`src/rtl/mc_ctrl_pkg.sv`:
```
// Shared constants for the multi-cycle control unit: state codes, ALU ops,
// opcodes, function codes and datapath select values.
package mc_ctrl_pkg;

    localparam logic [3:0] ST_FETCH  = 4'd0;
    localparam logic [3:0] ST_DECODE = 4'd1;
    localparam logic [3:0] ST_EXEC_R = 4'd2;
    localparam logic [3:0] ST_RWB    = 4'd3;
    localparam logic [3:0] ST_ADDR   = 4'd4;
    localparam logic [3:0] ST_MRD    = 4'd5;
    localparam logic [3:0] ST_MWB    = 4'd6;
    localparam logic [3:0] ST_MWR    = 4'd7;
    localparam logic [3:0] ST_BRANCH = 4'd8;
    localparam logic [3:0] ST_JUMP   = 4'd9;
    localparam logic [3:0] ST_TRAP   = 4'd10;

    typedef enum logic [3:0] {
        S_FETCH  = ST_FETCH,
        S_DECODE = ST_DECODE,
        S_EXEC_R = ST_EXEC_R,
        S_RWB    = ST_RWB,
        S_ADDR   = ST_ADDR,
        S_MRD    = ST_MRD,
        S_MWB    = ST_MWB,
        S_MWR    = ST_MWR,
        S_BRANCH = ST_BRANCH,
        S_JUMP   = ST_JUMP,
        S_TRAP   = ST_TRAP
    } state_e;

    localparam logic [2:0] ALU_AND = 3'b000;
    localparam logic [2:0] ALU_OR  = 3'b001;
    localparam logic [2:0] ALU_ADD = 3'b010;
    localparam logic [2:0] ALU_SUB = 3'b110;
    localparam logic [2:0] ALU_SLT = 3'b111;

    localparam logic [5:0] OP_RTYPE = 6'h00;
    localparam logic [5:0] OP_LW    = 6'h23;
    localparam logic [5:0] OP_SW    = 6'h2B;
    localparam logic [5:0] OP_BEQ   = 6'h04;
    localparam logic [5:0] OP_J     = 6'h02;

    localparam logic [5:0] FN_ADD = 6'h20;
    localparam logic [5:0] FN_SUB = 6'h22;
    localparam logic [5:0] FN_AND = 6'h24;
    localparam logic [5:0] FN_OR  = 6'h25;
    localparam logic [5:0] FN_SLT = 6'h2A;

    localparam logic [1:0] PCSRC_ALU    = 2'b00;
    localparam logic [1:0] PCSRC_ALUOUT = 2'b01;
    localparam logic [1:0] PCSRC_JUMP   = 2'b10;

    localparam logic [1:0] SRCB_RT     = 2'b00;
    localparam logic [1:0] SRCB_FOUR   = 2'b01;
    localparam logic [1:0] SRCB_IMM    = 2'b10;
    localparam logic [1:0] SRCB_IMM_SH = 2'b11;

endpackage

```
`src/rtl/mc_alu_dec.sv`:
```
// R-type function field to ALU operation decoder; purely combinational.
// valid_o low flags an unsupported function code (alu_op_o then defaults to ADD).
module mc_alu_dec
    import mc_ctrl_pkg::*;
#(
    parameter int FUNC_W = 6
) (
    input  logic [FUNC_W-1:0] func_i,
    output logic [2:0]        alu_op_o,
    output logic              valid_o
);

    always_comb begin
        alu_op_o = ALU_ADD;
        valid_o  = 1'b1;
        case (func_i)
            FN_ADD:  alu_op_o = ALU_ADD;
            FN_SUB:  alu_op_o = ALU_SUB;
            FN_AND:  alu_op_o = ALU_AND;
            FN_OR:   alu_op_o = ALU_OR;
            FN_SLT:  alu_op_o = ALU_SLT;
            default: valid_o  = 1'b0;
        endcase
    end

endmodule

```
`src/rtl/mc_ctrl_fsm.sv`:
```
// Multi-cycle CPU control: FETCH/DECODE/EXEC/MEM/WB sequencing with a memory ready stall.
// Outputs are decoded from state; all outputs are forced to reset values while rst_n is low.
module mc_ctrl_fsm
    import mc_ctrl_pkg::*;
#(
    parameter int OP_W   = 6,
    parameter int FUNC_W = 6
) (
    input  logic              clk,
    input  logic              rst_n,
    input  logic [OP_W-1:0]   opcode,
    input  logic [FUNC_W-1:0] func,
    input  logic              zero,
    input  logic              mem_ready,
    output logic              mem_req,
    output logic              mem_we,
    output logic              iord,
    output logic              ir_we,
    output logic              pc_we,
    output logic [1:0]        pc_src,
    output logic              reg_we,
    output logic              reg_dst,
    output logic              mem_to_reg,
    output logic              alu_src_a,
    output logic [1:0]        alu_src_b,
    output logic [2:0]        alu_op,
    output logic              illegal,
    output logic [3:0]        state_o
);

    state_e     state_q, state_d;
    logic [2:0] fn_alu_op;
    logic       fn_valid;

    mc_alu_dec #(.FUNC_W(FUNC_W)) u_alu_dec (
        .func_i   (func),
        .alu_op_o (fn_alu_op),
        .valid_o  (fn_valid)
    );

    always_comb begin
        state_d = state_q;
        unique case (state_q)
            S_FETCH:  if (mem_ready) state_d = S_DECODE;
            S_DECODE: begin
                case (opcode)
                    OP_RTYPE:     state_d = S_EXEC_R;
                    OP_LW, OP_SW: state_d = S_ADDR;
                    OP_BEQ:       state_d = S_BRANCH;
                    OP_J:         state_d = S_JUMP;
                    default:      state_d = S_TRAP;
                endcase
            end
            S_EXEC_R: state_d = fn_valid ? S_RWB : S_TRAP;
            S_RWB:    state_d = S_FETCH;
            S_ADDR:   state_d = (opcode == OP_LW) ? S_MRD : S_MWR;
            S_MRD:    if (mem_ready) state_d = S_MWB;
            S_MWB:    state_d = S_FETCH;
            S_MWR:    if (mem_ready) state_d = S_FETCH;
            S_BRANCH: state_d = S_FETCH;
            S_JUMP:   state_d = S_FETCH;
            S_TRAP:   state_d = S_TRAP;
            default:  state_d = S_FETCH;
        endcase
    end

    always_ff @(posedge clk or negedge rst_n) begin
        if (!rst_n) state_q <= S_FETCH;
        else        state_q <= state_d;
    end

    // Gating on rst_n lets an asserted reset drop the FETCH memory request immediately.
    always_comb begin
        mem_req    = 1'b0;
        mem_we     = 1'b0;
        iord       = 1'b0;
        ir_we      = 1'b0;
        pc_we      = 1'b0;
        pc_src     = PCSRC_ALU;
        reg_we     = 1'b0;
        reg_dst    = 1'b0;
        mem_to_reg = 1'b0;
        alu_src_a  = 1'b0;
        alu_src_b  = SRCB_RT;
        alu_op     = ALU_ADD;
        illegal    = 1'b0;
        if (rst_n) begin
            unique case (state_q)
                S_FETCH: begin
                    mem_req   = 1'b1;
                    alu_src_b = SRCB_FOUR;
                    ir_we     = mem_ready;
                    pc_we     = mem_ready;
                end
                S_DECODE: alu_src_b = SRCB_IMM_SH;
                S_EXEC_R: begin
                    alu_src_a = 1'b1;
                    alu_op    = fn_alu_op;
                end
                S_RWB: begin
                    reg_we  = 1'b1;
                    reg_dst = 1'b1;
                end
                S_ADDR: begin
                    alu_src_a = 1'b1;
                    alu_src_b = SRCB_IMM;
                end
                S_MRD: begin
                    mem_req = 1'b1;
                    iord    = 1'b1;
                end
                S_MWB: begin
                    reg_we     = 1'b1;
                    mem_to_reg = 1'b1;
                end
                S_MWR: begin
                    mem_req = 1'b1;
                    mem_we  = 1'b1;
                    iord    = 1'b1;
                end
                S_BRANCH: begin
                    alu_src_a = 1'b1;
                    alu_op    = ALU_SUB;
                    pc_src    = PCSRC_ALUOUT;
                    pc_we     = zero;
                end
                S_JUMP: begin
                    pc_src = PCSRC_JUMP;
                    pc_we  = 1'b1;
                end
                S_TRAP:  illegal = 1'b1;
                default: ;
            endcase
        end
    end

    assign state_o = state_q;

endmodule

```
`config.mk`:
```
export PLATFORM = sky130hd
export DESIGN_NAME = mc_ctrl_fsm
export DESIGN_NICKNAME = d
export VERILOG_FILES = /design/src/rtl/mc_ctrl_pkg.sv /design/src/rtl/mc_alu_dec.sv /design/src/rtl/mc_ctrl_fsm.sv
export SDC_FILE = /design/constraint.sdc
export NUM_CORES = 1
export LEC_CHECK = 0
export ABC_AREA = 1
export BUFFER_PORTS_ARGS = -buffer_cell sky130_fd_sc_hd__buf_2
export CORE_MARGIN = 3
export CORE_UTILIZATION = 42
export DETAILED_ROUTE_END_ITERATION = 7
export GPL_ROUTABILITY_DRIVEN = 0
export GPL_TIMING_DRIVEN = 0
export PLACE_DENSITY_LB_ADDON = 0.08
export SETUP_SLACK_MARGIN = 0.4
export SYNTH_ARGS = -nofsm -noshare
export SYNTH_HDL_FRONTEND = slang
export SYNTH_SLANG_ARGS = --single-unit
```
`constraint.sdc`:
```
create_clock -name clk -period 1.2 [get_ports clk]
set_input_delay 0.12 -clock clk [delete_from_list [all_inputs] [get_ports clk]]
set_output_delay 0.12 -clock clk [all_outputs]
set_load 0.02 [all_outputs]
```
==> run_results.csv, run 1 <==
group,metric,value,unit
floorplan,rows,13,
floorplan,die_h,43.93,um
timing,endpoint_type,"top-level output",
timing,postGrtWorstEndpoint,"alu_op[0]",
status,status,"did not finish",
yosys,synth.largest_area_cell,"nor2_1",
yosys,yosysSeqAreaShare,16.56,%
clocking,cts-htree-levels,1,
clocking,root_buffer,"clkbuf_4",
yosys,synth_area,604.3,sq um
placed_design,post-place-ws,-0.1639,ns
floorplan,initial_core_util,45.87,%
status,lastStage,"global routing",
placed_design,port_buffers,36,
placed_design,dp_hpwl,1428,um
clocking,clock-sinks,4,
clocking,cts_buffer_depth,2,
yosys,synth_area_leaders,"nor2_1 (17%), dfrtp_1 (17%), nand2_1 (12%)",
yosys,yosysWarnings,0,
yosys,syn_nets,132,
global_route,grt_max_degree,11,
placed_design,place_area,943.4,sq um
status,stop_error,"[ERROR DPL-0038] Utilization greater than 100%, impossible to legalize",
clocking,cts_made_buffers,3,
yosys,ys_seq_elements,4,
floorplan,die_w,43.93,um
yosys,postSynthCellCount,116,
yosys,synth.distinct_cells,17,
floorplan,io_pins,37,
yosys,avgSynthCellArea,5.210,sq um
yosys,synth.top_cell.area_share,17.39,%
## stage by stage
stage                     std cells  utilization [%]
after CTS                       184            93.07
after detailed placement        167            71.60
after global placement          167            71.60
after floorplan                 116                -
## Yosys cell counts (all sizes together)
library cell	n
nor3	1
nor2	34
a31oi	2
dfrtp	4
nand3	15
nand2	26
inv	25
a21oi	3
o22ai	2
nand4	2
o21ai	2
## kinds of logic after synthesis
| kind of cell | share of synthesized area (%) |
|---|---|
| simple gates | 58.38 |
| buf+inv | 15.53 |
| compound gates | 9.523 |
| flops | 16.56 |
## timing repair
item / in CTS
setup buffers: 13
resized for setup: 48
pin swaps: 9
endpoints found under the setup margin: 25
hold buffers: 1
hold endpoints to repair: 4
==> run 2, diff against run 1 <==
CORE_AREA = 3 3 64 66   (was not set)
CORE_MARGIN = not set   (was 3)
CORE_UTILIZATION = not set   (was 42)
DIE_AREA = 0 0 67 69   (was not set)
PLACE_DENSITY_LB_ADDON = 0.15   (was 0.08)
SETUP_SLACK_MARGIN = not set   (was 0.4)
==> run_results.csv, run 2 <==
group,metric,value,unit
timing,rsz0062_at_grt,"yes",
detailed_routing,drtIter0Drc,15,
floorplan,die_w,67,um
clocking,cts_buffer_depth,2,
timing,fmax,666.9,MHz
global_route,overflow,0,
floorplan,die-area,4623,sq um
timing,post-route-period-util,125.0,%
clocking,root_buffer,"clkbuf_8",
timing,skew,0.002272,ns
timing,relSlewSlack,76.07,%
yosys,synth.largest_area_cell,"nor2_1",
clocking,cts-htree-levels,1,
yosys,synth_edf_count,0,
detailed_routing,vias_per_cell,4.050,
yosys,avgSynthCellArea,5.210,sq um
critical_path,path_max_fanout,5,
yosys,netlist_top_cells_count,"nor2_1 (28), nand2_1 (20), inv_1 (19)",
finish,fin_util,36.81,%
yosys,syn_nets,132,
clocking,cts_tree,"done",
pwr,power.switching,0.001234,W
yosys,synth_area_leaders,"nor2_1 (17%), dfrtp_1 (17%), nand2_1 (12%)",
finish,layout_common_cells,"buf_4 (20), nor2_1 (19), buf_2 (19)",
critical_path,arrival,1.38,ns
pwr,vdd_drop_max,1109,uV
timing,hold_ws,0.2675,ns
placed_design,dp_hpwl,1711,um
placed_design,post-place-ws,-0.1832,ns
yosys,postSynthCellCount,116,
status,violations,"negative setup slack",
clocking,clock-sinks,4,
detailed_routing,drt-pass1-iter-count,4,
global_route,antenna_found_initial,0,
detailed_routing,antenna_left,0,
detailed_routing,wl,2293,um
timing,fin_ws,-0.2996,ns
finish,nets,192,
detailed_routing,routed-via-count,899,
pwr,p_int,0.001323,W
hold_path,min_path_type,"in2reg",
global_route,grt_pass1_wl,3898,um
yosys,synth.distinct_cells,17,
floorplan,rows,22,
finish,final_common_cell,"buf_4",
critical_path,cp.required,1.08,ns
pwr,combPwrFrac,77.0,%
pwr,power_density,1912,nW/um^2
yosys,yosysSeqAreaShare,16.56,%
clocking,clk_pin_slew,0.03,ns
timing,hold_viol,0,
yosys,synth_area,604.3,sq um
pwr,p_leak,0.6501,nW
critical_path,worstSetupPathType,"reg2out",
timing,finalSetupTns,-4.089,ns
clocking,clk_latency,0.22,ns
critical_path,end_kind,"output port",
finish,drive_gt1_share,65.52,%
floorplan,placeableCoreArea,3633,sq um
detailed_routing,drt-wirelength-per-cell,10.33,um
finish,areaGrowthSynthToFinish,121.3,%
timing,setup_viol,21,
finish,largest_reg_flops,4,
global_route,grt_pass1_vias,936,
floorplan,io_pins,37,
pwr,switching_share,48.27,%
pwr,clock_power_share,11.0,%
yosys,ys_seq_elements,4,
yosys,synth_flop_cell,"dfrtp_1",
pwr,p_seq_share,12.1,%
global_route,grt_max_degree,11,
finish,num_antenna_cells,0,
floorplan,die_h,69,um
detailed_routing,drt_drc_violations_left,0,
status,status,"finished with violations",
critical_path,start_kind,"flip-flop",
timing,min_period,1.500,ns
yosys,synth.top_cell.area_share,17.39,%
yosys,yosysWarnings,0,
timing,final-max-slew-violation-count,0,
floorplan,initial_core_util,16.63,%
timing,worst_pin_slew,0.3584,ns
yosys,synthArstFlopShare,100.0,%
global_route,track_usage,10.32,%
job,maxCapViolations,0,
clocking,cts_made_buffers,3,
placed_design,port_buffers,36,
yosys,synth.most_common_cell,"nor2_1",
-- run 2: cell counts after synthesis --
Identical to the previous run, type by type.
-- run 2: critical path: stages (launching register included) --
cell and delay (ns):
dfrtp_2 0.45, nor2_4 0.19, buf_6 0.13, nand3_4 0.07, a31oi_4 0.18, buf_6 0.14
-- run 2: cell families after synthesis --
| kind of cell | after synthesis | share of synthesized area (%) |
|---|---|---|
| and+or+nand+nor | 78 | 58.38 |
| buffers and inverters | 25 | 15.53 |
| DFF | 4 | 16.56 |
| AOI/OAI and AO/OA | 9 | 9.523 |
-- run 2: area by class of cell --
type / instances / area (sq um)
Multi-Input combinational cell: 87 / 608.1
Timing Repair Buffer: 55 / 424.2
Sequential cell: 4 / 105.1
Tap cell: 48 / 60.06
Fill cell: 405 / 2296
Clock buffer: 3 / 41.29
Inverter: 25 / 98.84
-- run 2: path summary, 6_finish.rpt --
kind,start,depth (start not counted),slack (ns),endpoint
setup / recovery,state_o[3]$_DFFE_PN0P_,5,-0.30,pc_we
hold reg to reg,state_o[0]$_DFFE_PN0P_,2,0.65,state_o[0]$_DFFE_PN0P_
max in group asynchronous,rst_n,2,0.63,state_o[2]$_DFFE_PN0P_
setup reg to reg,state_o[3]$_DFFE_PN0P_,9,-0.13,state_o[2]$_DFFE_PN0P_
min in group asynchronous,rst_n,2,0.38,state_o[1]$_DFFE_PN0P_
hold / removal,mem_ready,4,0.27,state_o[0]$_DFFE_PN0P_
-- run 2: per-layer routing --
metal	track usage [%]	vias to the layer above	part of all wire (%)
met5	0	-	0
met4	2.703	0	0
met3	1.629	0	5.3
met2	18.23	24	51
met1	12.59	398	44
li1	-	477	-
-- run 2: through the flow --
step,std cells,total power (W),cell area (sq um)
after CTS,219,0.002486,1290
final,222,0.002557,1338
after detailed placement,200,0.001505,950.9
after global routing,222,0.002764,1338
after global placement,200,0.001504,950.9
after floorplan,116,0.001192,710.7
-- run 2: timing repair --
item	4_1_cts	5_1_grt
resized for setup	56	8
endpoints found under the setup margin	19	21
setup buffers	15	4
endpoints found under the hold margin	4	0
gates cloned	0	0
hold buffers	1	0
pin swaps	10	5
-- run 2: power groups by stage --
stage	Clock [W]	Combinational, W	Sequential [W]
after floorplan	0	0.000836	0.000356
after global routing	0.000299	0.00214	0.000322
after CTS	0.000290	0.00189	0.000307
final	0.000280	0.00197	0.000309
after detailed placement	0	0.00118	0.000324
after global placement	0	0.00118	0.000323
(Power assumes the default switching activity.)
